$ cat src/rtl/instr_encoder_loader_pkg.sv
// Shared definitions for the RV32I instruction encoder/loader.
//  - 7-bit major opcodes (same values as the decoder side)
//  - bit positions inside the one-hot instruction-type vector
//  - loader FSM state type
package instr_encoder_loader_pkg;

  localparam logic [6:0] OP_LUI    = 7'b0110111;
  localparam logic [6:0] OP_AUIPC  = 7'b0010111;
  localparam logic [6:0] OP_JAL    = 7'b1101111;
  localparam logic [6:0] OP_JALR   = 7'b1100111;
  localparam logic [6:0] OP_BRANCH = 7'b1100011;
  localparam logic [6:0] OP_LOAD   = 7'b0000011;
  localparam logic [6:0] OP_STORE  = 7'b0100011;
  localparam logic [6:0] OP_IMM    = 7'b0010011;
  localparam logic [6:0] OP_REG    = 7'b0110011;

  // One-hot type vector layout: {lui,auipc,jalr,jal,branch,load,store,i_type,r_type}
  localparam int unsigned TYPE_W   = 9;
  localparam int unsigned T_R      = 0;
  localparam int unsigned T_I      = 1;
  localparam int unsigned T_STORE  = 2;
  localparam int unsigned T_LOAD   = 3;
  localparam int unsigned T_BRANCH = 4;
  localparam int unsigned T_JAL    = 5;
  localparam int unsigned T_JALR   = 6;
  localparam int unsigned T_AUIPC  = 7;
  localparam int unsigned T_LUI    = 8;

  typedef enum logic [2:0] {
    ST_IDLE,
    ST_LOAD,
    ST_WRITE,
    ST_DONE,
    ST_ERROR
  } load_state_e;

  // True when exactly one bit of the type vector is set.
  function automatic logic is_onehot(input logic [TYPE_W-1:0] v);
    int unsigned cnt;
    cnt = 0;
    for (int unsigned i = 0; i < TYPE_W; i++) begin
      cnt += int'(v[i]);
    end
    return (cnt == 1);
  endfunction

endpackage

$ cat src/rtl/rv32i_instr_encoder.sv
// Purely combinational RV32I encoder: decoded fields -> 32-bit instruction word.
// Ports:
//  in_type   one-hot instruction type (layout in instr_encoder_loader_pkg)
//  rd/rs1/rs2, funct3, funct7, imm   decoded fields (imm is an unshifted byte offset / U-value)
//  word      encoded instruction (don't-care when onehot_ok is low)
//  onehot_ok exactly one type bit set
module rv32i_instr_encoder
  import instr_encoder_loader_pkg::*;
(
  input  logic [TYPE_W-1:0] in_type,
  input  logic [4:0]        rd,
  input  logic [4:0]        rs1,
  input  logic [4:0]        rs2,
  input  logic [2:0]        funct3,
  input  logic [6:0]        funct7,
  input  logic [31:0]       imm,
  output logic [31:0]       word,
  output logic              onehot_ok
);

  logic is_shift_imm;

  assign onehot_ok    = is_onehot(in_type);
  // SLLI/SRLI/SRAI: funct7 occupies the upper immediate bits, shamt is imm[4:0]
  assign is_shift_imm = (funct3 == 3'b001) || (funct3 == 3'b101);

  always_comb begin
    word = '0;
    if (in_type[T_R]) begin
      word = {funct7, rs2, rs1, funct3, rd, OP_REG};
    end else if (in_type[T_I]) begin
      if (is_shift_imm) begin
        word = {funct7, imm[4:0], rs1, funct3, rd, OP_IMM};
      end else begin
        word = {imm[11:0], rs1, funct3, rd, OP_IMM};
      end
    end else if (in_type[T_STORE]) begin
      word = {imm[11:5], rs2, rs1, funct3, imm[4:0], OP_STORE};
    end else if (in_type[T_LOAD]) begin
      word = {imm[11:0], rs1, funct3, rd, OP_LOAD};
    end else if (in_type[T_BRANCH]) begin
      word = {imm[12], imm[10:5], rs2, rs1, funct3, imm[4:1], imm[11], OP_BRANCH};
    end else if (in_type[T_JAL]) begin
      word = {imm[20], imm[10:1], imm[11], imm[19:12], rd, OP_JAL};
    end else if (in_type[T_JALR]) begin
      word = {imm[11:0], rs1, 3'b000, rd, OP_JALR};
    end else if (in_type[T_AUIPC]) begin
      word = {imm[31:12], rd, OP_AUIPC};
    end else if (in_type[T_LUI]) begin
      word = {imm[31:12], rd, OP_LUI};
    end
  end

endmodule

$ cat src/rtl/instr_encoder_loader.sv
// Boot/test loader: encodes RV32I field bundles and streams the words into IMEM
// at consecutive word addresses starting at BASE_ADDR.
// Ports:
//  clk, rst_n            clock / async active-low reset
//  start                 begin a session (honoured in IDLE/DONE/ERROR)
//  in_valid/in_ready     field-bundle handshake (ready only in LOAD)
//  in_type..in_imm       decoded fields, in_last marks the final word
//  mem_we/addr/wdata     IMEM write request, held until mem_ack
//  mem_ack               IMEM write accept
//  busy/done/err         status levels
//  words_written         acknowledged writes this session
module instr_encoder_loader
  import instr_encoder_loader_pkg::*;
#(
  parameter int unsigned ADDR_W    = 8,
  parameter int unsigned BASE_ADDR = 0
) (
  input  logic              clk,
  input  logic              rst_n,
  input  logic              start,
  input  logic              in_valid,
  output logic              in_ready,
  input  logic [TYPE_W-1:0] in_type,
  input  logic [4:0]        in_rd,
  input  logic [4:0]        in_rs1,
  input  logic [4:0]        in_rs2,
  input  logic [2:0]        in_funct3,
  input  logic [6:0]        in_funct7,
  input  logic [31:0]       in_imm,
  input  logic              in_last,
  output logic              mem_we,
  output logic [ADDR_W-1:0] mem_addr,
  output logic [31:0]       mem_wdata,
  input  logic              mem_ack,
  output logic              busy,
  output logic              done,
  output logic              err,
  output logic [ADDR_W:0]   words_written
);

  localparam logic [ADDR_W-1:0] BASE    = ADDR_W'(BASE_ADDR);
  localparam logic [ADDR_W-1:0] ADDR_MAX = '1;
  localparam logic [ADDR_W-1:0] ADDR_ONE = ADDR_W'(1);
  localparam logic [ADDR_W:0]   CNT_ONE  = (ADDR_W + 1)'(1);

  load_state_e       state_q, state_d;
  logic [31:0]       word_q;
  logic [ADDR_W-1:0] addr_q;
  logic [ADDR_W:0]   count_q;
  logic              last_q;

  logic [31:0]       enc_word;
  logic              enc_ok;
  logic              start_fire;
  logic              accept;
  logic              ack_fire;

  rv32i_instr_encoder u_enc (
    .in_type   (in_type),
    .rd        (in_rd),
    .rs1       (in_rs1),
    .rs2       (in_rs2),
    .funct3    (in_funct3),
    .funct7    (in_funct7),
    .imm       (in_imm),
    .word      (enc_word),
    .onehot_ok (enc_ok)
  );

  always_comb begin
    state_d    = state_q;
    start_fire = 1'b0;
    accept     = 1'b0;
    ack_fire   = 1'b0;
    case (state_q)
      ST_IDLE, ST_DONE, ST_ERROR: begin
        if (start) begin
          start_fire = 1'b1;
          state_d    = ST_LOAD;
        end
      end
      ST_LOAD: begin
        if (in_valid) begin
          if (enc_ok) begin
            accept  = 1'b1;
            state_d = ST_WRITE;
          end else begin
            state_d = ST_ERROR;
          end
        end
      end
      ST_WRITE: begin
        if (mem_ack) begin
          ack_fire = 1'b1;
          if (last_q) begin
            state_d = ST_DONE;
          end else if (addr_q == ADDR_MAX) begin
            // address space exhausted before the last word: no wrap
            state_d = ST_ERROR;
          end else begin
            state_d = ST_LOAD;
          end
        end
      end
      default: state_d = ST_IDLE;
    endcase
  end

  always_ff @(posedge clk or negedge rst_n) begin
    if (!rst_n) begin
      state_q <= ST_IDLE;
    end else begin
      state_q <= state_d;
    end
  end

  always_ff @(posedge clk or negedge rst_n) begin
    if (!rst_n) begin
      word_q  <= '0;
      addr_q  <= BASE;
      count_q <= '0;
      last_q  <= 1'b0;
    end else begin
      if (start_fire) begin
        addr_q  <= BASE;
        count_q <= '0;
      end
      if (accept) begin
        word_q <= enc_word;
        last_q <= in_last;
      end
      if (ack_fire) begin
        count_q <= count_q + CNT_ONE;
        if (!last_q && (addr_q != ADDR_MAX)) begin
          addr_q <= addr_q + ADDR_ONE;
        end
      end
    end
  end

  // mem_we is exactly "in WRITE": it rises the cycle after accept and
  // falls asynchronously with reset because the state register does.
  assign mem_we        = (state_q == ST_WRITE);
  assign in_ready      = (state_q == ST_LOAD);
  assign busy          = (state_q == ST_LOAD) || (state_q == ST_WRITE);
  assign done          = (state_q == ST_DONE);
  assign err           = (state_q == ST_ERROR);
  assign mem_addr      = addr_q;
  assign mem_wdata     = word_q;
  assign words_written = count_q;

endmodule

$ cat config.mk
export PLATFORM = sky130hd
export DESIGN_NAME = instr_encoder_loader
export DESIGN_NICKNAME = d
export VERILOG_FILES = /design/src/rtl/instr_encoder_loader_pkg.sv /design/src/rtl/rv32i_instr_encoder.sv /design/src/rtl/instr_encoder_loader.sv
export SDC_FILE = /design/constraint.sdc
export NUM_CORES = 1
export LEC_CHECK = 0
export BUFFER_PORTS_ARGS = -buffer_cell sky130_fd_sc_hd__buf_2
export CAP_MARGIN = 20
export CORE_MARGIN = 5
export CORE_UTILIZATION = 56
export CTS_BUF_LIST = sky130_fd_sc_hd__clkbuf_8
export DETAILED_ROUTE_END_ITERATION = 10
export PLACE_DENSITY = 0.91
export SYNTH_ARGS = -nofsm -noshare
export SYNTH_HDL_FRONTEND = slang
export SYNTH_HIERARCHICAL = 1
export SYNTH_SLANG_ARGS = --single-unit
$ cat constraint.sdc
create_clock -name clk -period 2.8 [get_ports clk]
set_input_delay 0.28 -clock clk [delete_from_list [all_inputs] [get_ports clk]]
set_output_delay 0.28 -clock clk [all_outputs]
set_load 0.05 [all_outputs]
# Word level (Yosys, flattened, before mapping)
# Cells that the tools add are included.
# W data, S select, Z words.
totals:
  output_inout_bits: 54
  register_bits: 53
  wordCells: 64
  in_bits: 72
classes:
  reduce_logical: 8
  eq_ne: 12
  muxes: 29
  addsub: 10
ops:
  columns: ["op", "n"]
  rows:
  - ["$mux W32", 10]
  - ["$add A32 B1 Y32", 7]
  - ["$eq A32 B1 Y1 const B", 1]
  - ["$mux W8", 3]
  - ["$mux W3", 6]
  - ["$mux W9", 2]
  - ["$add A9 B1 Y9 const B", 1]
  - ["$pmux W3 S3", 1]
  - ["$add A8 B1 Y8 const B", 1]
  - ["$eq A8 B8 Y1 const B", 1]
  - ["$ne A8 B8 Y1 const B", 1]
  - ["$mux W1", 7]
  - ["$eq A3 B1 Y1 const B", 2]
  - ["$eq A3 B2 Y1 const B", 2]
  - ["$eq A3 B3 Y1 const B", 2]
  - ["$ne A2 B2 Y1 const B", 2]
  - ["$logic_not A3 Y1", 1]
  - ["$reduce_and A3 Y1", 1]
  - ["$reduce_or A3 Y1", 1]
  - ["$add A1 B1 Y2", 1]
  - ["$logic_or A1 B1 Y1", 2]
  - ["$ne A2 B1 Y1 const B", 1]
  - ["$reduce_bool A2 Y1", 1]
  - ["$logic_and A1 B1 Y1", 1]
  - ["$logic_not A1 Y1", 1]

# Depth between registers and ports, before layout
# Gate-level depths: netlist (run 1).
logic_depth:
  word_depth: 12
  mapped_depth: 13
  depth_no_buf: 11

# Cells and area by module
# The synthesis (run 1) kept the hierarchy.
by_module_without_submodules:
  columns: ["mod", "n_inst", "area_each_um2", "cells_each", "seq_area_each_um2"]
  rows:
  - ["instr_encoder_loader", 1, 2586.2, 196, 1326.3]
  - ["rv32i_instr_encoder", 1, 848.3, 115, 0.0]

# Least setup slack after synthesis (run 1)
# Ideal clock, no wire load.
synth_path:
  path_kind: "input to register"
  startpoint: "in in_type[0]"
  endpoint: "reg last_q"
  arrival_time_ps: 3523
  setup_slack_ps: -848
  n_path_buf: 2
  setup_ps: 125
  path_stages: 13
  t_required_ps: 2675
  path_cell_list: "fa_1 > inv_1 > fa_1 > fa_1 > fa_1 > inv_1 > ha_1 > mux2i_1 > nor3b_1 > and3_1 > buf_6 > buf_12 > mux2_4"
synth_via:
  elab_chain_len: 12
synth_lines:
  columns: ["element", "line", "rtl"]
  rows:
  - ["start, declared", "instr_encoder_loader.sv:23", "input logic [TYPE_W-1:0] in_type,"]
  - ["$add A1 B1 Y2", "instr_encoder_loader_pkg.sv:42", "cnt += int'(v[i]);"]
  - ["$add A32 B1 Y32 (7 in a row)", "instr_encoder_loader_pkg.sv:42", null]
  - ["$eq A32 B1 Y1", "instr_encoder_loader_pkg.sv:44", "return (cnt == 1);"]
  - ["via enc_ok", "instr_encoder_loader.sv:53", "logic enc_ok;"]
  - ["$mux W1", "instr_encoder_loader.sv:84", "if (enc_ok) begin"]
  - ["$mux W1", "instr_encoder_loader.sv:83", "if (in_valid) begin"]
  - ["$mux W1", "instr_encoder_loader.sv:75", "case (state_q)"]
  - ["end signal, assigned", "instr_encoder_loader.sv:130", "last_q <= in_last;"]
  - ["end, declared", "instr_encoder_loader.sv:50", "logic last_q;"]
# The timed path passes the listed nets, and every way through them passes these cells.
# A chain may end at the register's enable or synchronous reset.

# Worst setup path in the final report (run 1)
layout_path:
  startpoint: "in in_type[0]"
  endpoint: "reg word_q[23] (netlist: mem_wdata[23])"
layout_via:
  elab_chain_len: 12
  elab_cells_between_ends: 13
  cone_classes: "add/sub (8); eq/ne (1); mux (4)"
layout_lines:
  columns: ["element", "line", "rtl"]
  rows:
  - ["$add A1 B1 Y2", "instr_encoder_loader_pkg.sv:42", null]
  - ["$add A32 B1 Y32 (7 in a row)", "instr_encoder_loader_pkg.sv:42", null]
  - ["$eq A32 B1 Y1", "instr_encoder_loader_pkg.sv:44", null]
  - ["via enc_ok", "instr_encoder_loader.sv:53", null]
  - ["$mux W1", "instr_encoder_loader.sv:84", null]
  - ["$mux W1", "instr_encoder_loader.sv:83", null]
  - ["$mux W1", "instr_encoder_loader.sv:75", null]
  - ["end signal, assigned", "instr_encoder_loader.sv:129", "word_q <= enc_word;"]
  - ["end, declared", "instr_encoder_loader.sv:47", "logic [31:0] word_q;"]
# The timed path passes the listed nets, and every way through them passes these cells.

==> metrics.txt, run 1 <==
status=complete, but fails checks; violations in the final reports=setup timing; Hold-fix buffers, CTS=0; Final period util=1.23; area grow syn2layout=26.8%; fin util=0.732; Post-synth EDFFs=0; die area=7800 sq um; gr busiest metal=met2; post-synth top area share=0.386; CTS H-tree lvls=2; antenna diode count=0; via count=3126; final hold vios=0; Critical Path AT=3.63 ns; site row count=28; pin count of the biggest net entering global routing=54; Slew Viols, Final=0; root buffer cell=clkbuf_8; Post-synth top flop=dfrtp_1; clk_lat worst skew=0.30 ns; cell taking the most area after synthesis=dfrtp_1; syn_area_per_cell=11.0 sq um; initial antenna violation count=0; Yosys cell types=61; gpl congestion=0.892; initial drt markers=170; Die X=88.3 microns; worst-case clock buffer depth=2; M3 GR Usage=0.0475; worst hold slack=0.0818 ns; vias per inst=5.97; Slew HR=0.556; CP bufs+invs=4; Leak=2.17 nW; I/O pin count=126; Sinks on Clock Net=53; PD cells=894 nW/um^2; ranking of synthesized cells by area=dfrtp_1 39%, mux2_4 13%, a22o_1 3.3%; GR Layer Usage met2=0.424; Post-Layout Inst Area=4360 sq um; Worst path slowest cell=fa_1; Placed Area=4200 sq um; WP data required=2.99 ns; Tightest Pin Transition=0.667 ns; RSZ-0062 raised after global routing=yes; Synth Cell Area=3430 sq um; count leader, synth=dfrtp_1; Largest stage delay, worst path=0.54 ns; final wirelength=9.22 mm; asr flop ratio synth=1.00; CTS tree=done; Max Cap Viol=0; DP HPWL=7.06 mm; 1st-pass router iterations=4; critical path class=input pin to register; Seq/Total Area, Yosys=0.386; Worst Clk Skew=0.00870 ns; Yosys reg bits=53; final setup fails=35; WL/cell=17.6 microns; Max Clock Freq=291 MHz; CP cell instances=buf_6, fa_1, inv_1, fa_1, fa_2, inv_2, fa_2, ha_4, mux2i_1, nor3b_2, and3_4, buf_12, mux2_4; post-synth net total=391; Hold WC Path Type=input pin to asynchronous set/reset pin; first-pass GRT wire length=14.7 mm; layout cells sized above 1=0.477; Synth top cells by count=53 x dfrtp_1, 30 x mux2_4, 21 x nand2_1; Worst-path clk slew=0.09 ns; IO Port Bufs=125; Overflow after GRT=0; CTS buffer count=5; Routed Antenna Nets=0; fin crit period=3.44 ns; fin cells=524; Die Y=88.3 microns; # DRC=0; reg2reg setup slack=0.71 ns; core area=5960 sq um; Mapped Cells=311; Worst Setup Slack, final=-0.639 ns; Ys Warns=6; Setup crit end kind=register; delay-heaviest family, CP=adder cells; vias in the first global route=3086; Final #Nets=528; Initial Util=0.577; GRT Total Usage=0.241; DP Cell Count=515; startpoint types=input pin; VDD IR max=0.000846 V; CP Max Fanout=12; GRT met1 Usage=0.303
power by group:
group	switching [mW]	internal (mW)
registers	0.213	1.01
clock network	0.258	0.268
logic	1.38	0.769
total	1.85	2.05
routing by layer:
metal  routed length (microns)  share of wire
met1                      3630           0.39
met2                      4750           0.52
met3                       736          0.080
met4                        97          0.011
met5                         0              0
path summary, 6_finish.rpt:
kind	startpoint	to	cells after the start
min in group clk	in_last	last_q$_DFFE_PN0P_	2
worst max-delay path	in_type[0]	mem_wdata[23]$_DFFE_PN0P_	13
worst max register to register	state_q[0]$_DFFE_PN0P_	mem_wdata[23]$_DFFE_PN0P_	5
max in group asynchronous	rst_n	mem_wdata[13]$_DFFE_PN0P_	2
worst min-delay path	rst_n	mem_wdata[31]$_DFFE_PN0P_	2
worst min register to register	words_written[8]$_DFFE_PN0P_	words_written[8]$_DFFE_PN0P_	1
cell families after synthesis:
group,share of synthesized area
AOI/OAI and AO/OA,0.185
xor gates and xnor gates,0.00255
adders and majority gates,0.0401
buffers and inverters,0.0586
DFF,0.386
muxes,0.156
and+or+nand+nor,0.172
layout by cell type, fill, tap and decap left out, types with 4 or more instances in the layout:
cell / count
nand2_1: 21
buf_4: 16
a31oi_1: 4
inv_1: 14
nand3_1: 13
a21o_1: 7
mux2i_1: 5
buf_2: 124
dfrtp_1: 53
o221a_2: 6
clkbuf_8: 5
or2_2: 4
mux2_4: 33
nand2b_1: 4
nor2b_1: 6
and2_1: 7
nand4_1: 7
o211ai_1: 5
o21ai_0: 9
a22o_1: 13
nor2_1: 11
a21oi_1: 16
a221o_1: 4
stage by stage:
| step | TNS [ns] | power (mW) | setup slack (ns) |
|---|---|---|---|
| after floorplan | -25.44 | 2.83 | -0.767 |
| after global placement | -31.53 | 3.28 | -0.941 |
| after detailed placement | -34.43 | 3.33 | -1.03 |
| after CTS | -20.27 | 3.91 | -0.627 |
| after global routing | -23.07 | 4.07 | -0.704 |
| final | -20.77 | 3.90 | -0.639 |
flip-flops by register name, summed over array words and instances, names as in the netlist:
register / count
mem_wdata: 32
words_written: 9
mem_addr: 8
state_q: 3
last_q: 1
timing repair:
item                                    CTS  global route
endpoints found under the hold margin     0             0
pin swaps                                 1             2
cloned                                    0             0
endpoints found under the setup margin   35            35
buffers inserted                          1             1
resized for setup                         8             1
final cells by class:
class / instances / area, sq um
Multi-Input combinational cell: 229 / 1960
Clock inverter: 3 / 43.8
Sequential cell: 53 / 1330
Clock buffer: 5 / 68.8
Inverter: 15 / 56.3
Tap cell: 75 / 93.8
Timing Repair Buffer: 144 / 812
Fill cell: 454 / 1600
(Power assumes the default switching activity.)
==> inputs of run 2 (changes only) <==
--- a/config.mk
+++ b/config.mk
@@ -8,10 +8,9 @@
 export BUFFER_PORTS_ARGS = -buffer_cell sky130_fd_sc_hd__buf_2
 export CAP_MARGIN = 20
 export CORE_MARGIN = 5
-export CORE_UTILIZATION = 56
-export CTS_BUF_LIST = sky130_fd_sc_hd__clkbuf_8
+export CORE_UTILIZATION = 54
 export DETAILED_ROUTE_END_ITERATION = 10
-export PLACE_DENSITY = 0.91
+export PLACE_DENSITY = 0.88
 export SYNTH_ARGS = -nofsm -noshare
 export SYNTH_HDL_FRONTEND = slang
 export SYNTH_HIERARCHICAL = 1
==> run 2 against run 1 <==
Utilization down 3.6 points; setup slack lost 0.048 ns; largest cell class unchanged; critical endpoint is now mem_wdata[15]$_DFFE_PN0P_; the run still ends with setup timing left; critical path depth is the same; die area up 3.3%.
==> metrics.txt, run 2 (same netlist as run 1, synthesis figures left out) <==
gpl congestion=0.830 (-6.9%); Leak=2.16 nW (-0.17%); area grow syn2layout=27.0%; Initial Util=0.547 (-0.0295); status=complete, but fails checks; IO Port Bufs=125 (unchanged); 1st-pass router iterations=4 (unchanged); final hold vios=0 (unchanged); reg2reg setup slack=0.63 ns (-0.08 ns); Fin Setup TNS=-22.38 ns (-1.60 ns); Tightest Pin Transition=0.689 ns (+0.0222 ns); commonest cells after routing, fill and taps aside=124 x buf_2, 53 x dfrtp_1, 32 x mux2_4; antenna diode count=0 (unchanged); GRT Total Usage=0.222 (-0.0191); fin cells=529 (+0.95%); Hold WC Path Type=input pin to register; fin crit period=3.49 ns (+0.0485 ns); Die X=89.8 microns (+1.6%); Overflow after GRT=0 (unchanged); vias per inst=5.81 (-2.6%); DP HPWL=7.13 mm (+0.92%); CP Max Fanout=10 (-2); CTS tree=done; Max Cap Viol=0 (unchanged); Worst Setup SP=in_type[0]; worst r2r src=state_q[0]$_DFFE_PN0P_; commonest non-fill, non-tap cell in the layout=buf_2; WP data required=2.98 ns (about the same); FILL cells=485 (+6.8%); I/O pin count=126 (unchanged); vias in the first global route=3127 (+1.3%); via count=3074 (-1.7%); critical path class=input pin to register; Routed Antenna Nets=0 (unchanged); Slew Viols, Final=0 (unchanged); worst hold slack=0.209 ns (+0.127 ns); final wirelength=9.26 mm (+0.43%); Critical Path AT=3.67 ns (+0.04 ns); site row count=29 (+3.6%); DP Cell Count=517 (+0.39%); root buffer cell=clkbuf_8; WL/cell=17.5 microns (-0.52%); Slew HR=0.541 (-0.0148); Final Power=3.79 mW (-2.6%); first-pass GRT wire length=15.2 mm (+3.5%); die area=8060 sq um (+3.3%); number of flip-flops in the largest register=32 (unchanged); PD cells=869 nW/um^2 (-2.8%); Max Clock Freq=287 MHz (-1.4%); RSZ-0062 raised after global routing=yes; initial antenna violation count=0 (unchanged); CTS H-tree lvls=2 (unchanged); # DRC=0 (unchanged); Worst Clk Skew=0.00927 ns (+0.000571 ns); initial drt markers=196 (+15%); startpoint types=input pin; Die Y=89.8 microns (+1.6%); Final period util=1.25 (+0.0173); worst r2r dst=mem_wdata[15]$_DFFE_PN0P_; CTS buffer count=5 (unchanged); CP endpoint=mem_wdata[15]$_DFFE_PN0P_; Final #Nets=531 (+0.57%); pin count of the biggest net entering global routing=28 (-48%); Worst Reg-to-Reg Cells=5 (unchanged); final setup fails=35 (unchanged); violations in the final reports=setup timing; core area=6280 sq um (+5.4%); VDD IR max=0.000774 V (-8.4%); layout cells sized above 1=0.476 (-0.000951); Sinks on Clock Net=53 (unchanged); clk_lat worst skew=0.29 ns (about the same); Worst-path clk slew=0.10 ns (about the same); Setup crit end kind=register; Worst Setup Slack, final=-0.687 ns (-0.0485 ns); worst-case clock buffer depth=2 (unchanged)
[run 2: timing repair]
| item | 4_1_cts | 5_1_grt |
|---|---|---|
| endpoints found under the hold margin | 8 | 0 |
| pin swaps | 0 | 2 |
| endpoints found under the setup margin | 35 | 35 |
| resized for setup | 12 | 2 |
| hold buffers | 1 | 0 |
| setup buffers | 2 | 0 |
| cloned | 0 | 1 |
[run 2: layer usage]
layer | up-vias | wire, microns | GRT usage
met1 | 1477 | 3860 | 0.286
li1 | 1445 | - | -
met3 | 10 | 597 | 0.0476
met2 | 142 | 4680 | 0.382
met5 | - | 0 | 0
met4 | 0 | 114 | 0.0491
[run 2: final cells by class]
type                    instances  area (sq um)  share of cell area
well taps                      77          96.3              0.0221
repair buffers                147           848               0.194
multi-input cells             229          1950               0.447
clock inverters                 1          7.51             0.00172
flip-flops and latches         53          1330               0.304
clock buffers                   7          76.3              0.0175
inverters                      15          56.3              0.0129
[run 2: report_power, final]
| group | leakage [nW] | internal, mW | switching (mW) |
|---|---|---|---|
| clock | 0.0385 | 0.178 | 0.247 |
| combinational | 1.44 | 0.774 | 1.38 |
| sequential | 0.683 | 1.01 | 0.206 |
[run 2: critical path, stage by stage]
cell and delay, ns:
buf_8 0.10, fa_1 0.54, inv_1 0.06, fa_1 0.45
fa_2 0.55, inv_2 0.04, fa_2 0.36, ha_4 0.17
mux2i_1 0.12, nor3b_2 0.20, and3_4 0.30, clkbuf_16 0.20
mux2_4 0.30
[run 2: worst min path at each step]
stage | slack (ns) | to | cells after the start | startpoint
5_1_grt | 0.18 | last_q$_DFFE_PN0P_ | 2 | in_last
4_1_cts | 0.20 | last_q$_DFFE_PN0P_ | 2 | in_last
3_3_place_gp | 0.31 | mem_wdata[3]$_DFFE_PN0P_ | 1 | rst_n
2_1_floorplan | -0.02 | last_q$_DFFE_PN0P_ | 0 | rst_n
6_report | 0.21 | last_q$_DFFE_PN0P_ | 2 | in_last
3_5_place_dp | 0.32 | mem_wdata[3]$_DFFE_PN0P_ | 1 | rst_n
[run 2: per-stage QoR]
stage          setup WS, ns   util  area [sq um]
2_1_floorplan        -0.767      -          3450
5_1_grt              -0.741  0.695          4360
3_5_place_dp          -1.04  0.665          4170
3_3_place_gp         -0.931  0.665          4170
4_1_cts              -0.691  0.690          4330
6_report             -0.687  0.695          4360
